===== src/rtl/genram.sv =====
// genram: byte-serial, bounds-checked RAM moving 1..2**EXTRA bytes per request, little-endian.
// Define GENRAM_WRITE_EN to build the write path; without it the block is a ROM and writes fault.
module genram #(
    parameter int unsigned AW      = 6,
    parameter int unsigned EXTRA   = 4,
    parameter string       ROMFILE = ""
) (
    input  logic                    clk,
    input  logic                    reset,
    input  logic                    req_valid,
    output logic                    req_ready,
    input  logic                    req_write,
    input  logic [AW:0]             addr,
    input  logic [EXTRA-1:0]        extra,
    input  logic [AW:0]             lower_bound,
    input  logic [AW:0]             upper_bound,
    input  logic [(2**EXTRA)*8-1:0] wdata,
    output logic [(2**EXTRA)*8-1:0] rdata,
    output logic                    rsp_valid,
    output logic                    error
);
    localparam int unsigned ADDR_W = AW + 1;
    localparam int unsigned END_W  = AW + 2;
    localparam int unsigned DATA_W = (2 ** EXTRA) * 8;

    typedef enum logic [1:0] {StIdle, StBusy, StResp} state_e;

    state_e              state_q, state_d;
    logic [ADDR_W-1:0]   addr_q;
    logic [EXTRA-1:0]    extra_q;
    logic [EXTRA-1:0]    cnt_q;
    logic [DATA_W-1:0]   rdata_q;
    logic                error_q;

    logic [7:0]          mem [2**ADDR_W];

    logic                accept;
    logic                last;
    logic                fault;
    logic                write_fault;
    logic                do_read;
    logic [END_W-1:0]    end_addr;
    logic [ADDR_W-1:0]   byte_addr;

    assign req_ready = (state_q == StIdle);
    assign rsp_valid = (state_q == StResp);
    assign rdata     = rdata_q;
    assign error     = error_q;
    assign accept    = req_valid && req_ready;
    assign last      = (cnt_q == extra_q);
    assign byte_addr = addr_q + ADDR_W'(cnt_q);

    // One extra bit on the end address so a request running past the top of the array is caught.
    assign end_addr = {1'b0, addr} + END_W'(extra);
    assign fault    = (addr < lower_bound) || (end_addr > {1'b0, upper_bound}) || write_fault;

    always_comb begin
        state_d = state_q;
        unique case (state_q)
            StIdle:  if (accept) state_d = fault ? StResp : StBusy;
            StBusy:  if (last) state_d = StResp;
            StResp:  state_d = StIdle;
            default: state_d = StIdle;
        endcase
    end

    always_ff @(posedge clk or posedge reset) begin
        if (reset) begin
            state_q <= StIdle;
            addr_q  <= '0;
            extra_q <= '0;
            cnt_q   <= '0;
            rdata_q <= '0;
            error_q <= 1'b0;
        end else begin
            state_q <= state_d;
            if (accept) begin
                addr_q  <= addr;
                extra_q <= extra;
                cnt_q   <= '0;
                rdata_q <= '0;
                error_q <= fault;
            end else if (state_q == StBusy) begin
                if (do_read) rdata_q[{cnt_q, 3'b000} +: 8] <= mem[byte_addr];
                if (!last) cnt_q <= cnt_q + EXTRA'(1);
            end
        end
    end

`ifdef GENRAM_WRITE_EN
    logic              write_q;
    logic [DATA_W-1:0] wdata_q;

    assign write_fault = 1'b0;
    assign do_read     = !write_q;

    always_ff @(posedge clk or posedge reset) begin
        if (reset) begin
            write_q <= 1'b0;
            wdata_q <= '0;
        end else if (accept) begin
            write_q <= req_write;
            wdata_q <= wdata;
        end
    end

    // Array contents are deliberately outside the reset domain.
    always_ff @(posedge clk) begin
        if (state_q == StBusy && write_q) mem[byte_addr] <= wdata_q[{cnt_q, 3'b000} +: 8];
    end
`else
    logic unused_wdata;

    assign write_fault = req_write;
    assign do_read     = 1'b1;
    assign unused_wdata = ^wdata;
`endif

endmodule

===== config.mk =====
export PLATFORM = sky130hd
export DESIGN_NAME = genram
export DESIGN_NICKNAME = d
export VERILOG_FILES = /design/src/rtl/genram.sv
export SDC_FILE = /design/constraint.sdc
export NUM_CORES = 1
export LEC_CHECK = 0
export CORE_AREA = 4 4 110 112
export DETAILED_ROUTE_END_ITERATION = 7
export DIE_AREA = 0 0 114 116
export PLACE_DENSITY = 0.61
export SLEW_MARGIN = 20
export SYNTH_ARGS = -nofsm -noshare
export SYNTH_HDL_FRONTEND = slang
export SYNTH_SLANG_ARGS = --single-unit

===== constraint.sdc =====
create_clock -name clk -period 3.7 [get_ports clk]
set_input_delay 0.74 -clock clk [delete_from_list [all_inputs] [get_ports clk]]
set_output_delay 0.74 -clock clk [all_outputs]
set_load 0.005 [all_outputs]

==> After elaboration in Yosys (flattened, before gate mapping) <==
Cells that the tools add are included.
{ "totals": {"reg_bits": 139, "input_bits": 157, "out_inout_bits": 131, "word_cells": 35} }
{ "op_classes": {"add_sub_neg": 3, "order_cmp": 2, "n_eq_ne": 6, "shifts": 2, "mux": 10, "n_reduce_logical": 7} }
{ "op_table": {"columns": ["cell", "count"], "rows": [
  ["128-bit two-way mux", 2],
  ["128-bit bitwise mux", 1],
  ["8-bit by 9-bit variable shift with 128-bit output (first input constant)", 1],
  ["8-bit by 9-bit variable part select with 128-bit output (first input constant)", 1],
  ["4-bit two-way mux", 3],
  ["7-bit negation with 9-bit output", 1],
  ["7-bit by 4-bit adder with 8-bit output", 1],
  ["8-bit by 7-bit > comparator with 1-bit output", 1],
  ["7-bit < comparator", 1],
  ["2-bit two-way mux", 3],
  ["4-bit by 1-bit adder with 4-bit output (second input constant)", 1],
  ["4-bit equality test", 1],
  ["2-bit inequality test (second input constant)", 2],
  ["2-bit one-hot mux with 2 select lines", 1],
  ["2-bit AND reduction", 2],
  ["2-bit by 1-bit equality test with 1-bit output (second input constant)", 1],
  ["2-bit equality test (second input constant)", 1],
  ["2-bit logical NOT", 1],
  ["1-bit logical OR", 2],
  ["2-bit by 1-bit inequality test with 1-bit output (second input constant)", 1],
  ["2-bit nonzero test", 1],
  ["1-bit logical AND", 1]
]} }

==> Depth between registers and ports, before layout <==
Gate-level depths: netlist of run 1.
{ "logic_depth": {"depth_word": 7, "ltp_mapped": 12, "mapped_depth_nobuf": 12} }

==> Least setup slack after synthesis of run 1 <==
Ideal clock, no wire load.
{ "synth_timing": {"path_type": "input-to-reg", "startpoint": "input port addr[0]", "endpoint": "register error_q, in the netlist error", "setup_ns": 0.119, "arrival_ns": 2.796, "required_time_ns": 3.581, "path_slack_ns": 0.785, "stages": 12, "path_buffers": 0, "path_cell_list": "ha_1 -> fa_1 -> a21o_1 -> a21oi_1 -> nor2_1 -> xor2_1 -> ha_1 -> a21oi_1 -> nand2_1 -> o22ai_1 -> nand4_1 -> o21a_1"} }
{ "synth_via": {"elab_chain_cells": 4, "elab_cells_between_ends": 5, "cone_classes": "1 x add/sub; 2 x order compare; 2 x reduce/logical"} }
{ "synth_rtl": {"columns": ["element", "line", "text"], "rows": [
  ["from (decl)", "13", "input logic [AW:0] addr,"],
  ["7-bit by 4-bit adder with 8-bit output", "54", "assign end_addr = {1'b0, addr} + END_W'(extra);"],
  ["8-bit by 7-bit > comparator with 1-bit output", "55", "assign fault = (addr < lower_bound) || (end_addr > {1'b0, upper_bound}) || write_fault;"],
  ["1-bit logical OR (*) (2 in series)", "55", null],
  ["to (signal assigned)", "82", "error_q <= fault;"],
  ["to (decl)", "33", "logic error_q;"]
]} }
Mark *: on every way between the ends. The rest lies on a longest branch, timed or not.
A chain may end at the register's enable or synchronous reset.

==> Worst setup path in the final report of run 1 <==
Ends and elaborated chain as after synthesis.

==> metrics.csv, run 1 <==
metric,value,unit
status,finished clean,
Ant. Diodes,0,
max-cap check violation count,0,
average wire per standard cell,8.271,µm
Post-DP HPWL,3226,µm
initial antenna violation count,0,
synth top area cells,"buf_4, dfrtp_1, ha_1, xnor2_1, inv_1",
min cycle time layout,3.359,ns
Synth Register Bits,11,
Vias/cell,2.890,
Post-Route WL,3449,µm
Synth Instances,239,
post-synth top area cell,buf_4,
CP Capture Type,register,
# IOs,288,
root buffer cell,clkbuf_16,
Hold Slack,0.4925,ns
kind of critical path,input pin to register,
PwrDens,306.1,nW/µm²
Tcrit/Tclk final,90.77,%
min-delay worst type,register to register,
largest net degree at the start of global routing,12,
clock transition at the registers of the reported paths,0.04,ns
Post-DRT Antenna Nets,0,
clock skew,0.0004703,ns
CP Data Required Time,3.82,ns
Clock Latency Late Sink,0.23,ns
# H-tree levels,1,
Critical Path AT,3.48,ns
DR DRC count,0,
final hold violation count,0,
DRT Pass-1 Iters,4,
vias,1205,
TritonCTS sink count,11,
"count leader, synth",buf_4,
RSZ-0062 raised after global routing,false,
number of buffers created by CTS,3,
die extent in x,114,µm
routability congestion estimate,0.7273,
Synth warnings,0,
Top delay family on crit path,adder cells,
remaining global-route overflow,0,
CP max stage cell,clkdlybuf4s50_1,
syn avg cell area,8.308,µm²
CP Cell Sequence,clkdlybuf4s50_1 -> ha_1 -> fa_1 -> a21o_1 -> a21oi_1 -> nor2_1 -> xor2_1 -> ha_1 -> a21oi_1 -> nand2_1 -> o22ai_1 -> nand4_1 -> o21a_1,
die span in y,116,µm
# Post-CTS Setup Buffers,0,
LEAKAGE,1.113,nW
CTS resizes,0,
Startpoint Class,input pin,
Max clock buf depth,2,
Area Growth Syn to Fin,4.726,%
vias in the first global route,991,
initial DRC count,40,
FMAX,297.7,MHz
maximum VDD drop,0.0001943,V
synthesized area,1986,µm²
hold_buf cts,0,
Synth Flop Type,dfrtp_1,
Commonest cells post-synth,"buf_4, ha_1, inv_1",
final-report max-slew violation count,0,
CP max stage delay,0.45,ns
setup total negative slack,0,ns
ys async rst share,100.0,%
IO Port Bufs,31,
fillers,1269,
share of cells above drive strength 1,2.920,%
"Seq/Total Area, Yosys",13.86,%
Yosys top cell area share,48.39,%
endpoints failing setup,0,
TritonCTS clock tree,done,
crit path buf inv count,1,
Initial Utilization,17.69,%
number of flops mapped to enable cells by yosys,0,
post-synthesis cell type count,30,
core area,11220,µm²
Rows,39,
Die ar.,13220,µm²
first-pass GRT wire length,4616,µm
crit-path max FO,3,
GRT Total Usage,4.448,%
Layout Nets,451,
[layout by cell type, fill, tap and decap left out, drive strengths merged, types with 2 or more instances in the layout]
cell / netlist / layout
clkdlybuf4s50: 0 / 31
xnor2: 7 / 7
dfrtp: 11 / 11
o21ai: 4 / 4
nand4: 4 / 4
a21o: 3 / 3
a21oi: 7 / 7
nand3: 4 / 4
nand2: 4 / 4
conb: 1 / 128
buf: 129 / 2
xor2: 4 / 4
clkbuf: 0 / 4
nand2b: 2 / 2
ha: 18 / 18
nor2: 9 / 9
inv: 14 / 14
a211oi: 2 / 2
mux2: 4 / 4
nor2b: 4 / 4
[path summary, 6_finish.rpt]
check | start | end | slack, ns | cells after the start
worst min-delay path | error | error | 0.49 | 1
max in group asynchronous | reset | cnt_q[3] | 2.60 | 2
worst max register to register | state_q[0] | extra_q[3] | 2.27 | 3
min in group asynchronous | reset | error | 0.81 | 2
worst max-delay path | addr[0] | error | 0.34 | 13
worst min register to register | error | error | 0.49 | 1
[area by class of cell]
type                       instances  area [µm²]  area share (%)
multi-input combinational        212        1169           56.20
timing repair buffer              33       325.3           15.64
sequential                        11       275.3           13.24
tap                              143       178.9           8.604
clock buffer                       4       78.83           3.791
inverter                          14       52.55           2.527
[metal layers]
layer,vias up,routed length [µm],share of wire (%),GRT usage (%)
met2,92,1621,47,7.377
met5,-,0,0,0
met1,526,1312,38,5.589
met3,4,478,14,1.253
li1,583,-,-,-
met4,0,37,1.1,1.425
[sequential cells by signal, indices dropped and copies added (netlist names)]
signal,cells
cnt_q,4
extra_q,4
state_q,2
error,1
[per-stage QoR]
step | total power, mW | worst slack [ns] | instance area (µm²) | utilization (%) | std cells
floorplan | 0.4522 | 0.7848 | 2462 | - | 366
global placement | 0.4367 | 0.09119 | 2001 | 17.83 | 413
detailed placement | 0.4457 | 0.06921 | 2001 | 17.83 | 413
CTS | 0.6445 | 0.3133 | 2079 | 18.53 | 417
global route | 0.6944 | 0.1065 | 2079 | 18.53 | 417
finish | 0.6365 | 0.3415 | 2079 | 18.53 | 417
[power by group]
group | total, mW | switching, mW | leakage (nW) | internal [mW]
clock network | 0.194 | 0.0493 | 0.0382 | 0.144
logic | 0.261 | 0.127 | 0.937 | 0.134
registers | 0.182 | 0.0278 | 0.138 | 0.155
total | 0.636 | 0.204 | 1.11 | 0.432
[logic make-up after synthesis]
group / share of synthesized area [%]
and+or+nand+nor: 7.687
buffers and inverters: 51.29
muxes: 2.772
xor gates and xnor gates: 4.852
AOI/OAI and AO/OA: 6.995
other: 0.1889
adders and majority gates: 12.35
DFF: 13.86
(Power assumes the default switching activity.)
==> run 2: changes to the inputs <==
CTS_BUF_LIST = sky130_fd_sc_hd__clkbuf_2   (was unset)
PLACE_DENSITY = 0.6   (was 0.61)
==> metrics.csv, run 2 (synthesized netlist as in run 1, its figures left out) <==
metric,value,unit
fillers,1258,
max-cap check violation count,0,
clock skew,0.002447,ns
CP Capture Type,register,
R2R Setup Slk,2.19,ns
clock transition at the registers of the reported paths,0.10,ns
R2R Path Start,state_q[0],
Ant. Diodes,0,
core area,11220,µm²
Critical Path AT,3.52,ns
CP max stage cell,clkdlybuf4s50_1,
initial DRC count,28,
# H-tree levels,1,
Die ar.,13220,µm²
LEAKAGE,1.092,nW
Top delay family on crit path,adder cells,
crit-path max FO,3,
Layout Nets,451,
vias in the first global route,1010,
crit path buf inv count,1,
Max clock buf depth,2,
register area,275.3,µm²
RSZ-0062 raised after global routing,false,
vias,1216,
Post-Route WL,3583,µm
"commonest non-fill, non-tap cell in the layout",conb_1,
hold_buf cts,0,
largest net degree at the start of global routing,12,
root buffer cell,clkbuf_2,
Worst R2R End,extra_q[0],
final hold violation count,0,
# IOs,288,
endpoints failing setup,0,
min cycle time layout,3.357,ns
total power,0.5161,mW
DR DRC count,0,
average wire per standard cell,8.592,µm
remaining global-route overflow,0,
initial antenna violation count,0,
Clock Latency Late Sink,0.27,ns
CP Data Required Time,3.87,ns
# Post-CTS Setup Buffers,0,
TritonCTS sink count,11,
min-delay worst type,register to register,
status,finished clean,
Startpoint Class,input pin,
CTS resizes,0,
number of buffers created by CTS,3,
TritonCTS clock tree,done,
hold path cells,1,
CP Cell Sequence,clkdlybuf4s50_1 -> ha_1 -> fa_1 -> a21o_1 -> a21oi_1 -> nor2_1 -> xor2_1 -> ha_1 -> a21oi_1 -> nand2_1 -> o22ai_1 -> nand4_1 -> o21a_1,
Hold Crit Start,extra_q[3],
DRT Pass-1 Iters,4,
die extent in x,114,µm
routability congestion estimate,0.7249,
"commonest non-fill, non-tap cells in the layout","conb_1, clkdlybuf4s50_1, ha_1",
maximum VDD drop,0.00006975,V
die span in y,116,µm
Initial Utilization,17.69,%
kind of critical path,input pin to register,
PwrDens,255.4,nW/µm²
Post-DP HPWL,3364,µm
Largest regs,"cnt_q: 4 flops, extra_q: 4 flops, state_q: 2 flops",
setup total negative slack,0,ns
area of the multi-input gates,1169,µm²
IO Port Bufs,31,
first-pass GRT wire length,4885,µm
worst-case reg-to-reg path depth,3,
Final Util,18.00,%
FMAX,297.9,MHz
share of cells above drive strength 1,3.285,%
CP max stage delay,0.48,ns
Vias/cell,2.916,
Rows,39,
GRT Total Usage,4.808,%
Worst Hold Path EP,extra_q[3],
final-report max-slew violation count,0,
Area Growth Syn to Fin,1.764,%
Tcrit/Tclk final,90.73,%
Post-DRT Antenna Nets,0,
-- run 2: cell counts in the layout (fill, tap and decap cells not counted) --
Identical to the previous run, type by type.
-- run 2: final cells by class --
type | instances | share of cell area (%)
Inverter | 14 | 2.601
Sequential cell | 11 | 13.62
Multi-Input combinational cell | 212 | 57.83
Tap cell | 143 | 8.855
Timing Repair Buffer | 33 | 16.10
Clock buffer | 4 | 0.9907
-- run 2: report_power, final --
part           total [mW]  switching, mW  internal (mW)
Sequential          0.183         0.0293          0.154
Combinational       0.265          0.131          0.134
Clock              0.0685         0.0398         0.0287
-- run 2: worst max-delay path by stage --
| stage | from | end | slack (ns) | cells after the start |
|---|---|---|---|---|
| final | extra[0] | error | 0.34 | 13 |
| after detailed placement | extra[0] | error | 0.01 | 13 |
| after global routing | extra[0] | error | 0.11 | 13 |
| after floorplan | addr[0] | error | 0.78 | 12 |
| after CTS | extra[0] | error | 0.30 | 13 |
| after global placement | extra[0] | error | 0.08 | 13 |
-- run 2: routing by layer --
layer | wire (µm) | share of wire, % | GRT usage (%)
met4 | 61 | 1.7 | 2.375
met2 | 1859 | 52 | 8.938
met1 | 1192 | 33 | 5.215
met5 | 0 | 0 | 0
met3 | 470 | 13 | 0.8877
-- run 2: worst reg2reg max path: stages (launching register included) --
cell	delay, ns
dfrtp_1	0.44
nor2_1	0.18
and2_1	0.42
mux2_1	0.36
-- run 2: stage by stage --
stage	instances	hold slack, ns	area (µm²)	setup slack, ns
global route	417	0.5631	2021	0.1076
detailed placement	413	0.4985	2001	0.01070
global placement	413	0.4917	2001	0.07807
floorplan	366	0.4795	2462	0.7848
CTS	417	0.5230	2021	0.3045
finish	417	0.5173	2021	0.3431
==> run 3: changes to the inputs <==
ABC_AREA = 1   (was unset)
PLACE_DENSITY = 0.61   (was 0.6)
==> metrics.csv, run 3 <==
metric,value,unit
syn avg cell area,7.270,µm²
final-report max-slew violation count,0,
post-synth top area cell,buf_4,
first-pass GRT wire length,5375,µm
DP Area,2077,µm²
vias in the first global route,1121,
Post-Route WL,3742,µm
Synth warnings,0,
vias,1352,
Rows,39,
Initial Utilization,18.46,%
initial antenna violation count,0,
P_int,0.3535,mW
share of cells above drive strength 1,2.508,%
hold_buf cts,0,
Ant. Diodes,0,
combinational power share,56.6,%
RSZ-0062 raised after global routing,false,
Startpoint Class,input pin,
FMAX,319.2,MHz
Critical Path AT,3.29,ns
Hold Slack,0.5194,ns
Synth Register Bits,11,
# H-tree levels,1,
Commonest cells post-synth,"buf_4, nand2_1, inv_1",
die extent in x,114,µm
Max clock buf depth,2,
largest net degree at the start of global routing,12,
Layout Nets,496,
Clock Latency Late Sink,0.26,ns
final hold violation count,0,
Post-DP HPWL,3483,µm
TritonCTS sink count,11,
average wire per standard cell,8.100,µm
crit-path max FO,2,
Net Sw Frac,45.47,%
status,finished clean,
Synth Flop Type,dfrtp_1,
min-delay worst type,register to register,
sequential power share,32.6,%
area of the multi-input gates,1207,µm²
"Seq/Total Area, Yosys",13.29,%
"commonest non-fill, non-tap cells in the layout","conb_1, nand2_1, clkdlybuf4s50_1",
Synth Instances,285,
Clock Power Share,10.8,%
endpoints failing setup,0,
min cycle time layout,3.132,ns
initial DRC count,21,
# IOs,288,
CP Data Required Time,3.86,ns
number of flops mapped to enable cells by yosys,0,
kind of critical path,input pin to register,
routability congestion estimate,0.7821,
root buffer cell,clkbuf_2,
synth top area cells,"buf_4, dfrtp_1, ha_1, nand2_1, inv_1",
number of buffers created by CTS,3,
TritonCTS clock tree,done,
"commonest non-fill, non-tap cell in the layout",conb_1,
"count leader, synth",buf_4,
PwrDens,309.2,nW/µm²
Die ar.,13220,µm²
Vias/cell,2.926,
synthesized area,2072,µm²
register area,275.3,µm²
maximum VDD drop,0.0001019,V
Tcrit/Tclk final,84.66,%
remaining global-route overflow,0,
post-synthesis cell type count,21,
setup total negative slack,0,ns
Area Growth Syn to Fin,1.208,%
DR DRC count,0,
max-cap check violation count,0,
clock transition at the registers of the reported paths,0.10,ns
IO Port Bufs,31,
Largest regs,"cnt_q: 4 flops, extra_q: 4 flops, state_q: 2 flops",
DRT Pass-1 Iters,4,
post-layout instance area,2097,µm²
fillers,1277,
GRT Total Usage,5.112,%
NetSw,0.2948,mW
die span in y,116,µm
core area,11220,µm²
Post-DRT Antenna Nets,0,
CTS resizes,0,
LEAKAGE,1.258,nW
Yosys top cell area share,46.38,%
# Post-CTS Setup Buffers,0,
CP Capture Type,register,
ys async rst share,100.0,%
clock skew,0.005953,ns
R2R Setup Slk,2.37,ns
Final Util,18.68,%
-- run 3: cell types whose count changed after synthesis, sizes merged, moves of 4 or more --
cell / before / now
inv: 14 / 28
mux2: 4 / 0
nand2: 4 / 51
nor2: 9 / 13
nor2b: 4 / 0
xnor2: 7 / 2
xor2: 4 / 9
-- run 3: layout make-up --
class / instances / area share (%)
Tap cell: 143 / 8.532
Inverter: 28 / 5.012
Timing Repair Buffer: 31 / 14.80
Sequential cell: 11 / 13.13
Multi-Input combinational cell: 245 / 57.58
Clock buffer: 4 / 0.9547
-- run 3: final timing paths --
kind,start,endpoint,cells past startpoint
setup / recovery,addr[0],error,17
hold / removal,error,error,2
setup reg to reg,state_q[1],cnt_q[2],6
hold reg to reg,error,error,2
max in group asynchronous,reset,cnt_q[3],2
min in group asynchronous,reset,state_q[0],2
-- run 3: per-stage QoR --
stage / std cells / setup slack, ns / total power [mW]
floorplan: 412 / 1.098 / 0.5460
global route: 462 / 0.3066 / 0.7345
finish: 462 / 0.5676 / 0.6483
detailed placement: 458 / 0.2692 / 0.5843
CTS: 462 / 0.5622 / 0.6577
global placement: 458 / 0.2780 / 0.5772
-- run 3: power groups by stage --
| stage | Sequential, mW | Combinational (mW) | Clock (mW) |
|---|---|---|---|
| after floorplan | 0.204 | 0.342 | 0 |
| after global placement | 0.211 | 0.366 | 0 |
| after detailed placement | 0.215 | 0.370 | 0 |
| after CTS | 0.212 | 0.372 | 0.0734 |
| after global routing | 0.222 | 0.433 | 0.0792 |
| final | 0.211 | 0.367 | 0.0702 |
-- run 3: cells by family (layout without fill, tap and decap cells) --
family,after synthesis,count (layout),synth area share (%)
buffers and inverters,156,63,51.45
AOI/OAI and AO/OA,13,13,3.804
and+or+nand+nor,74,74,14.79
other,1,128,0.1810
DFF,11,11,13.28
adders and majority gates,19,19,11.84
xor gates and xnor gates,11,11,4.650
-- run 3: per-layer routing --
layer	part of all wire (%)	up-vias	global-route usage, %	wire length [µm]
met5	0	-	0	0
met4	2.1	0	2.534	80
met3	17	7	1.619	628
met2	46	98	8.626	1714
met1	35	564	5.842	1319
li1	-	683	-	-
-- run 3: critical path, cell delays in order --
cell and delay [ns]:
clkdlybuf4s50_1 0.48, ha_1 0.26, fa_1 0.40, nand3_1 0.09, nand2_1 0.10, nand2_1 0.07, nor2_1 0.05, xor2_1 0.12
inv_1 0.05, ha_1 0.26, inv_1 0.04, nor2_1 0.16, nand4_1 0.10, nand2_1 0.10, nand3_1 0.13, nand2_1 0.09
nand2_1 0.05
